--- src/rtl/ldtu_stream_decoder_if.sv ---
// Word-in / sample-out bundle between the DATA32 deserializer, the stream decoder and its consumer.
interface ldtu_stream_decoder_if #(
    parameter int Nbits_12   = 12,
    parameter int Nbits_32   = 32,
    parameter int ErrCntBits = 8
);
    logic [Nbits_32-1:0]   word_in;
    logic                  word_valid;
    logic                  word_ready;
    logic                  sample_valid;
    logic [Nbits_12:0]     sample_data;
    logic                  sample_is_bsl;
    logic                  frame_end;
    logic                  frame_err;
    logic                  hdr_err;
    logic [ErrCntBits-1:0] err_count;

    modport slave (
        input  word_in, word_valid,
        output word_ready, sample_valid, sample_data, sample_is_bsl,
               frame_end, frame_err, hdr_err, err_count
    );

    modport master (
        output word_in, word_valid,
        input  word_ready, sample_valid, sample_data, sample_is_bsl,
               frame_end, frame_err, hdr_err, err_count
    );
endinterface

--- src/rtl/ldtu_stream_decoder.sv ---
// LiTE-DTU DATA32 stream decoder: unpacks baseline/signal words into one 13-bit sample
// per clock and checks each frame trailer against the running data-word count.
module ldtu_stream_decoder #(
    parameter int                  Nbits_12   = 12,
    parameter int                  Nbits_32   = 32,
    parameter int                  ErrCntBits = 8,
    parameter logic [Nbits_32-1:0] IDLE_WORD  = 32'hEAAAAAAA
) (
    input  logic                 CLK,
    input  logic                 RST_N,
    ldtu_stream_decoder_if.slave bus
);
    localparam int SW = Nbits_12 + 1;

    typedef enum logic {
        ST_ACCEPT = 1'b0,
        ST_UNPACK = 1'b1
    } state_e;

    state_e                state_q, state_d;
    logic [4*SW-1:0]       buf_q, buf_d;
    logic [2:0]            left_q, left_d;
    logic                  bsl_q, bsl_d;
    logic                  ready_q, ready_d;
    logic                  sample_valid_q, sample_valid_d;
    logic [SW-1:0]         sample_data_q, sample_data_d;
    logic                  sample_is_bsl_q, sample_is_bsl_d;
    logic                  frame_end_q, frame_end_d;
    logic                  frame_err_q, frame_err_d;
    logic                  hdr_err_q, hdr_err_d;
    logic [ErrCntBits-1:0] err_count_q, err_count_d;
    logic [7:0]            word_cnt_q, word_cnt_d;
    logic [7:0]            prev_fn_q, prev_fn_d;
    logic                  have_prev_q, have_prev_d;

    logic [Nbits_32-1:0]   w_s;
    logic                  accept_s;
    logic                  is_idle_s, is_bsl_s, is_sx2_s, is_sx1_s, is_trl_s;
    logic [7:0]            trl_fn_s, trl_cnt_s;

    assign w_s       = bus.word_in;
    assign accept_s  = bus.word_valid & ready_q;
    assign is_idle_s = (w_s == IDLE_WORD);
    assign is_bsl_s  = (w_s[31:30] == 2'b01);
    assign is_sx2_s  = (w_s[31:26] == 6'b001010);
    assign is_sx1_s  = (w_s[31:26] == 6'b001011);
    assign is_trl_s  = (w_s[31:28] == 4'b1101);
    assign trl_fn_s  = w_s[27:20];
    assign trl_cnt_s = w_s[19:12];

    // Next-state: emit buffered samples, decode accepted words, run the frame check.
    always_comb begin
        state_d         = state_q;
        buf_d           = buf_q;
        left_d          = left_q;
        bsl_d           = bsl_q;
        sample_valid_d  = 1'b0;
        sample_data_d   = sample_data_q;
        sample_is_bsl_d = sample_is_bsl_q;
        frame_end_d     = 1'b0;
        frame_err_d     = 1'b0;
        hdr_err_d       = 1'b0;
        word_cnt_d      = word_cnt_q;
        prev_fn_d       = prev_fn_q;
        have_prev_d     = have_prev_q;
        err_count_d     = err_count_q;

        case (state_q)
            ST_UNPACK: begin
                sample_valid_d  = 1'b1;
                sample_data_d   = buf_q[4*SW-1 -: SW];
                sample_is_bsl_d = bsl_q;
                buf_d           = {buf_q[3*SW-1:0], {SW{1'b0}}};
                left_d          = left_q - 3'd1;
                if (left_q == 3'd1) begin
                    state_d = ST_ACCEPT;
                end else begin
                    state_d = ST_UNPACK;
                end
            end
            ST_ACCEPT: begin
                // The first sample of a data word goes straight out; the rest wait in buf.
                if (!accept_s) begin
                    state_d = ST_ACCEPT;
                end else if (is_idle_s) begin
                    state_d = ST_ACCEPT;
                end else if (is_bsl_s) begin
                    sample_valid_d  = 1'b1;
                    sample_data_d   = {{(SW-6){1'b0}}, w_s[29:24]};
                    sample_is_bsl_d = 1'b1;
                    bsl_d           = 1'b1;
                    buf_d           = {{(SW-6){1'b0}}, w_s[23:18], {(SW-6){1'b0}}, w_s[17:12],
                                       {(SW-6){1'b0}}, w_s[11:6],  {(SW-6){1'b0}}, w_s[5:0]};
                    left_d          = 3'd4;
                    state_d         = ST_UNPACK;
                    word_cnt_d      = word_cnt_q + 8'd1;
                end else if (is_sx2_s) begin
                    sample_valid_d  = 1'b1;
                    sample_data_d   = w_s[25:13];
                    sample_is_bsl_d = 1'b0;
                    bsl_d           = 1'b0;
                    buf_d           = {w_s[12:0], {(3*SW){1'b0}}};
                    left_d          = 3'd1;
                    state_d         = ST_UNPACK;
                    word_cnt_d      = word_cnt_q + 8'd1;
                end else if (is_sx1_s) begin
                    sample_valid_d  = 1'b1;
                    sample_data_d   = w_s[12:0];
                    sample_is_bsl_d = 1'b0;
                    bsl_d           = 1'b0;
                    left_d          = 3'd0;
                    state_d         = ST_ACCEPT;
                    word_cnt_d      = word_cnt_q + 8'd1;
                end else if (is_trl_s) begin
                    frame_end_d = 1'b1;
                    frame_err_d = (trl_cnt_s != word_cnt_q) ||
                                  (have_prev_q && (trl_fn_s != (prev_fn_q + 8'd1)));
                    prev_fn_d   = trl_fn_s;
                    have_prev_d = 1'b1;
                    word_cnt_d  = 8'd0;
                end else begin
                    hdr_err_d  = 1'b1;
                    word_cnt_d = word_cnt_q + 8'd1;
                end
            end
            default: begin
                state_d = ST_ACCEPT;
            end
        endcase

        if ((frame_err_d || hdr_err_d) && (err_count_q != {ErrCntBits{1'b1}})) begin
            err_count_d = err_count_q + {{(ErrCntBits-1){1'b0}}, 1'b1};
        end else begin
            err_count_d = err_count_q;
        end

        ready_d = (state_d == ST_ACCEPT);
    end

    // State and output registers with synchronous active-low reset.
    always_ff @(posedge CLK) begin
        if (!RST_N) begin
            state_q         <= ST_ACCEPT;
            buf_q           <= {(4*SW){1'b0}};
            left_q          <= 3'd0;
            bsl_q           <= 1'b0;
            ready_q         <= 1'b0;
            sample_valid_q  <= 1'b0;
            sample_data_q   <= {SW{1'b0}};
            sample_is_bsl_q <= 1'b0;
            frame_end_q     <= 1'b0;
            frame_err_q     <= 1'b0;
            hdr_err_q       <= 1'b0;
            err_count_q     <= {ErrCntBits{1'b0}};
            word_cnt_q      <= 8'd0;
            prev_fn_q       <= 8'd0;
            have_prev_q     <= 1'b0;
        end else begin
            state_q         <= state_d;
            buf_q           <= buf_d;
            left_q          <= left_d;
            bsl_q           <= bsl_d;
            ready_q         <= ready_d;
            sample_valid_q  <= sample_valid_d;
            sample_data_q   <= sample_data_d;
            sample_is_bsl_q <= sample_is_bsl_d;
            frame_end_q     <= frame_end_d;
            frame_err_q     <= frame_err_d;
            hdr_err_q       <= hdr_err_d;
            err_count_q     <= err_count_d;
            word_cnt_q      <= word_cnt_d;
            prev_fn_q       <= prev_fn_d;
            have_prev_q     <= have_prev_d;
        end
    end

    assign bus.word_ready    = ready_q;
    assign bus.sample_valid  = sample_valid_q;
    assign bus.sample_data   = sample_data_q;
    assign bus.sample_is_bsl = sample_is_bsl_q;
    assign bus.frame_end     = frame_end_q;
    assign bus.frame_err     = frame_err_q;
    assign bus.hdr_err       = hdr_err_q;
    assign bus.err_count     = err_count_q;
endmodule
--- src/flat_wrapper.sv ---
// flat-port wrapper written by rule: the top's interface ports become plain ports
module ldtu_stream_decoder_flat 
#(
    parameter int                  Nbits_12   = 12,
    parameter int                  Nbits_32   = 32,
    parameter int                  ErrCntBits = 8,
    parameter logic [Nbits_32-1:0] IDLE_WORD  = 32'hEAAAAAAA
)
  (CLK, RST_N, bus_word_in, bus_word_valid, bus_word_ready, bus_sample_valid, bus_sample_data, bus_sample_is_bsl, bus_frame_end, bus_frame_err, bus_hdr_err, bus_err_count);
  ldtu_stream_decoder_if #(.Nbits_12(Nbits_12), .Nbits_32(Nbits_32), .ErrCntBits(ErrCntBits)) bus_i ();
  input  logic CLK;
  input  logic RST_N;
  input wire logic [$bits(bus_i.word_in)-1:0] bus_word_in;
  input wire logic [$bits(bus_i.word_valid)-1:0] bus_word_valid;
  output wire logic [$bits(bus_i.word_ready)-1:0] bus_word_ready;
  output wire logic [$bits(bus_i.sample_valid)-1:0] bus_sample_valid;
  output wire logic [$bits(bus_i.sample_data)-1:0] bus_sample_data;
  output wire logic [$bits(bus_i.sample_is_bsl)-1:0] bus_sample_is_bsl;
  output wire logic [$bits(bus_i.frame_end)-1:0] bus_frame_end;
  output wire logic [$bits(bus_i.frame_err)-1:0] bus_frame_err;
  output wire logic [$bits(bus_i.hdr_err)-1:0] bus_hdr_err;
  output wire logic [$bits(bus_i.err_count)-1:0] bus_err_count;
  assign bus_i.word_in = bus_word_in;
  assign bus_i.word_valid = bus_word_valid;
  assign bus_word_ready = bus_i.word_ready;
  assign bus_sample_valid = bus_i.sample_valid;
  assign bus_sample_data = bus_i.sample_data;
  assign bus_sample_is_bsl = bus_i.sample_is_bsl;
  assign bus_frame_end = bus_i.frame_end;
  assign bus_frame_err = bus_i.frame_err;
  assign bus_hdr_err = bus_i.hdr_err;
  assign bus_err_count = bus_i.err_count;
  ldtu_stream_decoder #(.Nbits_12(Nbits_12), .Nbits_32(Nbits_32), .ErrCntBits(ErrCntBits), .IDLE_WORD(IDLE_WORD)) u_core (.CLK(CLK), .RST_N(RST_N), .bus(bus_i));
endmodule
--- config.mk ---
export PLATFORM = sky130hd
export DESIGN_NAME = ldtu_stream_decoder_flat
export DESIGN_NICKNAME = d
export VERILOG_FILES = /design/src/rtl/ldtu_stream_decoder_if.sv /design/src/rtl/ldtu_stream_decoder.sv /design/src/flat_wrapper.sv
export SDC_FILE = /design/constraint.sdc
export NUM_CORES = 1
export LEC_CHECK = 0
export CAP_MARGIN = 20
export CORE_ASPECT_RATIO = 1.5
export CORE_MARGIN = 2
export CORE_UTILIZATION = 57
export DETAILED_ROUTE_END_ITERATION = 16
export GPL_TIMING_DRIVEN = 0
export PLACE_DENSITY_LB_ADDON = 0.15
export SYNTH_ARGS = -nofsm -noshare
export SYNTH_HDL_FRONTEND = slang
export SYNTH_SLANG_ARGS = --single-unit
export TNS_END_PERCENT = 100
--- constraint.sdc ---
create_clock -name CLK -period 6.5 [get_ports CLK]
set_input_delay 1.3 -clock CLK [delete_from_list [all_inputs] [get_ports CLK]]
set_output_delay 1.3 -clock CLK [all_outputs]
set_load 0.1 [all_outputs]
# ---- Word level (Yosys, flattened, before mapping)
# Index checks and enable logic that the tools add are counted.
# W data, S select, Z words.
dict set report totals {
  reg_bits 101
  input_bits 35
  output_inout_bits 27
  elab_cells 106
}
dict set report classes {
  n_addsub 4
  eq_ne 13
  n_mux 54
  bitwise_logic 9
  n_reduce_logical 11
}
# operator count
set ops {}
lappend ops {{$mux W52} 4}
lappend ops {{$pmux W52 S2} 1}
lappend ops {{$mux W13} 5}
lappend ops {{$eq A32 B32 Y1 const B} 1}
lappend ops {{$mux W8} 4}
lappend ops {{$mux W1} 30}
lappend ops {{$pmux W13 S2} 1}
lappend ops {{$add A8 B1 Y8 const B} 3}
lappend ops {{$ne A8 B8 Y1} 2}
lappend ops {{$mux W3} 5}
lappend ops {{$eq A6 B4 Y1 const B} 2}
lappend ops {{$reduce_and A3 Y1} 3}
lappend ops {{$ne A8 B8 Y1 const B} 1}
lappend ops {{$not A1 Y1} 8}
lappend ops {{$reduce_and A7 Y1} 1}
lappend ops {{$reduce_or A7 Y1} 1}
lappend ops {{$pmux W1 S2} 3}
lappend ops {{$pmux W3 S2} 1}
lappend ops {{$eq A4 B4 Y1 const B} 1}
lappend ops {{$ne A4 B1 Y1 const B} 1}
lappend ops {{$reduce_and A4 Y1} 1}
lappend ops {{$eq A3 B1 Y1 const B} 1}
lappend ops {{$ne A3 B1 Y1 const B} 1}
lappend ops {{$reduce_bool A3 Y1} 1}
lappend ops {{7 further kinds} 9}

# ---- Longest topological paths before layout
dict set report logic_depth {
  word_depth 13
  depth_mapped 11
  mapped_depth_nobuf 9
}

# ---- Worst setup path after synthesis
# Ideal clock, no wire load.
dict set report synth_timing {
  path_kind {in2reg}
  from {input port bus_word_in[26]}
  to {register u_core.buf_q[30]}
  setup_ns 0.128
  arrival_ns 2.952
  required_ns 6.372
  setup_slack_ns 3.421
  path_stages 9
  path_buffers 3
  cell_sequence {buf_2 > or3_1 > or3_1 > clkbuf_1 > nand2_1 > a21oi_1 > clkbuf_1 > a222oi_1 > nor2_1}
}
dict set report synth_between {
  elab_chain_len 3
}
# element line_no
set synth_rtl {}
lappend synth_rtl {{from (decl)} flat_wrapper.sv:13} ;# input wire logic [$bits(bus_i.word_in)-1:0] bus_word_in;
lappend synth_rtl {{$eq A32 B32 Y1 / $eq A6 B4 Y1 (equally long branches)} {ldtu_stream_decoder.sv:43, ldtu_stream_decoder.sv:45}}
lappend synth_rtl {{$ne A2 B2 Y1 (no source line) / $ne A3 B1 Y1 (equally long branches)} n/a}
lappend synth_rtl {{$reduce_and A3 Y1 (no source line) (*)} n/a}
lappend synth_rtl {{to (signal assigned)} ldtu_stream_decoder.sv:144} ;# buf_q <= {(4*SW){1'b0}};
lappend synth_rtl {{to (signal assigned)} ldtu_stream_decoder.sv:160} ;# buf_q <= buf_d;
lappend synth_rtl {{to (decl)} ldtu_stream_decoder.sv:21} ;# logic [4*SW-1:0] buf_q, buf_d;
# Every way passes the cells marked *; elsewhere a longest branch is shown, timed or not.
# A chain may end at the register's enable or synchronous reset.

# ---- Worst setup path after layout
dict set report layout_timing {
  from {input port bus_word_in[29]}
  to {register u_core.buf_q[51]}
}
# The elaborated chain is that of the path after synthesis.

==> out/summary.txt <==
Worst EP arrival = 4220 ps
Area Overhead vs Synth = 22.66%
post-route setup TNS = 0 ps
antenna cell count = 0
Post-Route WL = 11430 um
Final Cycle Share = 60.26%
most frequent CP cell = nor2_1
Netlist cell types = 51
status = finished clean
DP Area = 0.004494 sq mm
clock sink count = 80
min Tclk post-route = 3917 ps
Worst Setup End Kind = register
fin area = 0.004659 sq mm
register area share after synthesis = 42.16%
RSZ-0062 raised after global routing = no
most frequent cells in the layout = nor2_1, dfxtp_1, clkdlybuf4s50_1, nand2_1
drt initial violations = 457
clock latency on the worst-skew pair = 360 ps
register-to-register setup slack = 3940 ps
synthesized area per cell = 8.404 sq um
post-route ant nets = 0
Top Usage Layer GRT = met2
vias in the first global route = 3668
Slew @ Worst Pin = 985.3 ps
first-pass iteration count of the detailed router = 6
Fill cells = 554
Slowest-stage cell, CP = clkdlybuf4s50_1
max-slew violations = 0
Synth Register Bits = 80
# Post-CTS Setup Buffers = 0
Max clock buf depth = 2
critical path class = in2reg
Critical Path Start Type = input pin
TritonCTS Buffers = 9
crit path cell chain = clkdlybuf4s50_1, nand2_1, or3_1, nor3_2, nor2_1, nor2_1, nand2_1, nor2_1, a22o_1
setup violators final = 0
Max Cap Viol = 0
grt ovf = 0
Placed Cells = 588
FF+latch area = 0.001602 sq mm
PostCTS Resize Cnt = 0
post-synthesis cell count = 452
largest net degree at the start of global routing = 13
Yosys warning count = 0
clk root buf = clkbuf_8
Nets = 563
wire length per cell = 18.92 um
Initial Util = 58.56%
multi-input logic area = 0.002063 sq mm
LEAKAGE = 1.711 nW
Core Footprint = 0.006486 sq mm
vias per cell = 6.411
drt drc = 0
synthesized area = 0.003799 sq mm
die height = 104.0 um
io pins = 62
via count = 3872
gp weighted congestion = 0.9878
non-filler cells, final = 604
CP max stage delay = 630 ps
Crit path required time = 6810 ps
global-route wire length before repair = 18590 um
Power Density = 215.4 mW/mm^2
full die area = 0.007347 sq mm
layout cells sized above 1 = 3.977%
Synth Flop Type = dfxtp_1
Worst Skew = 5.260 ps
antenna violations before repair = 0
met1 usage = 39.15%
Worst Path Max Fanout = 7
normalized max-slew margin = 34.11%
worst ir drop on vdd = 0.1936 mV
Clock transition at path regs = 80 ps
grt met2 use = 53.17%
gr usage total = 32.46%
Final Hold Fails = 0
CTS tree = yes
cts hold-fix bufs = 0
asr flop ratio synth = 0%
Core Rows = 36
die width = 70.66 um
Max Fclk = 255.3 MHz
EDFF count, synth = 0
Port Buffers = 60
Syn Nets = 492
M3 GR Usage = 7.074%
H-tree Lvls = 3
worst hold path class = reg2reg
post-DP HPWL = 8481 um
==> through the flow <==
stage	hold slack (ps)	setup slack [ps]	power, W	util, %
floorplan	449.7	3421	0.0006250	-
global placement	462.4	2302	0.0006885	69.29
detailed placement	467.2	2278	0.0006908	69.29
CTS	485.5	2677	0.001004	71.84
global route	500.8	2349	0.001042	71.84
finish	487.4	2583	0.001004	71.84
==> worst paths after layout <==
path	from	to	cells after the start
setup / recovery	bus_word_in[29]	u_core.buf_q[51]	9
hold / removal	u_core.buf_q[48]	u_core.buf_q[48]	1
setup reg to reg	u_core.prev_fn_q[0]	u_core.bus.err_count[5]	10
hold reg to reg	u_core.buf_q[48]	u_core.buf_q[48]	1
==> worst max-delay path: cells and delay by family <==
kind / cells / cell delay, ps
compound gates: 1 / 200
simple gates: 7 / 2080
buf+inv: 1 / 630
==> flip-flops by register name, summed over array words and instances, names as in the netlist, 3 cells and up <==
name and cells:
u_core.left_q 3, u_core.prev_fn_q 8, u_core.bus.err_count 8, u_core.word_cnt_q 8, u_core.bus.sample_data 13, u_core.buf_q 31
==> cell usage after synthesis (2+ instances only) <==
cell / number / area (sq um)
a31oi_1: 8 / 50.05
ha_1: 5 / 62.56
o21ai_0: 3 / 15.01
and2_1: 2 / 12.51
and3_1: 7 / 43.79
nor2b_1: 5 / 31.28
o221ai_1: 4 / 35.03
nor2_1: 80 / 300.3
nor3b_1: 2 / 15.01
nand4bb_1: 2 / 22.52
o21ai_1: 9 / 45.04
nand3_1: 14 / 70.07
a22oi_1: 12 / 90.09
nand4_1: 6 / 37.54
mux2i_1: 9 / 90.09
a222oi_1: 14 / 140.1
xor2_1: 9 / 78.83
o22ai_1: 2 / 12.51
a311oi_1: 13 / 113.9
nand2b_1: 4 / 25.02
o31ai_1: 2 / 15.01
xnor2_1: 15 / 131.4
a22o_1: 7 / 61.31
dfxtp_1: 80 / 1602
nand4b_1: 2 / 17.52
a21o_1: 2 / 15.01
clkbuf_1: 24 / 90.09
a21oi_1: 26 / 130.1
inv_1: 6 / 22.52
buf_2: 2 / 10.01
a211oi_1: 2 / 15.01
nor4bb_1: 2 / 20.02
or3_1: 6 / 37.54
nor3_1: 3 / 15.01
o211ai_1: 2 / 15.01
nand2_1: 46 / 172.7
==> power breakdown <==
group | total, W | leakage (nW) | internal, W | switching [W]
combinational | 0.000170 | 0.973 | 0.0000572 | 0.000113
sequential | 0.000513 | 0.648 | 0.000503 | 0.00000961
clock | 0.000321 | 0.0899 | 0.000147 | 0.000174
total | 0.00100 | 1.71 | 0.000707 | 0.000297
==> area by class of cell <==
type / instances / area share, %
buffer: 27 / 2.229
clock buffer: 12 / 3.115
clock inverter: 4 / 0.4296
inverter: 8 / 0.6445
multi-input combinational: 337 / 44.28
sequential: 80 / 34.37
tap: 76 / 2.041
timing repair buffer: 60 / 12.89
==> cell families (layout without fill, tap and decap cells) <==
| family | count (synthesis) | in the layout | share of synthesized area [%] |
|---|---|---|---|
| compound gates | 113 | 113 | 21.80 |
| xor+xnor | 24 | 24 | 5.534 |
| fa+ha+maj | 5 | 5 | 1.647 |
| buf+inv | 35 | 111 | 3.524 |
| flops | 80 | 80 | 42.16 |
| mux | 10 | 10 | 2.668 |
| simple gates | 185 | 185 | 22.66 |
==> layer usage <==
layer	wire, um	part of all wire, %
met4	544	4.8
met1	4243	37
met3	946	8.3
met5	0	0
met2	5691	50
(Power assumes the default switching activity.)
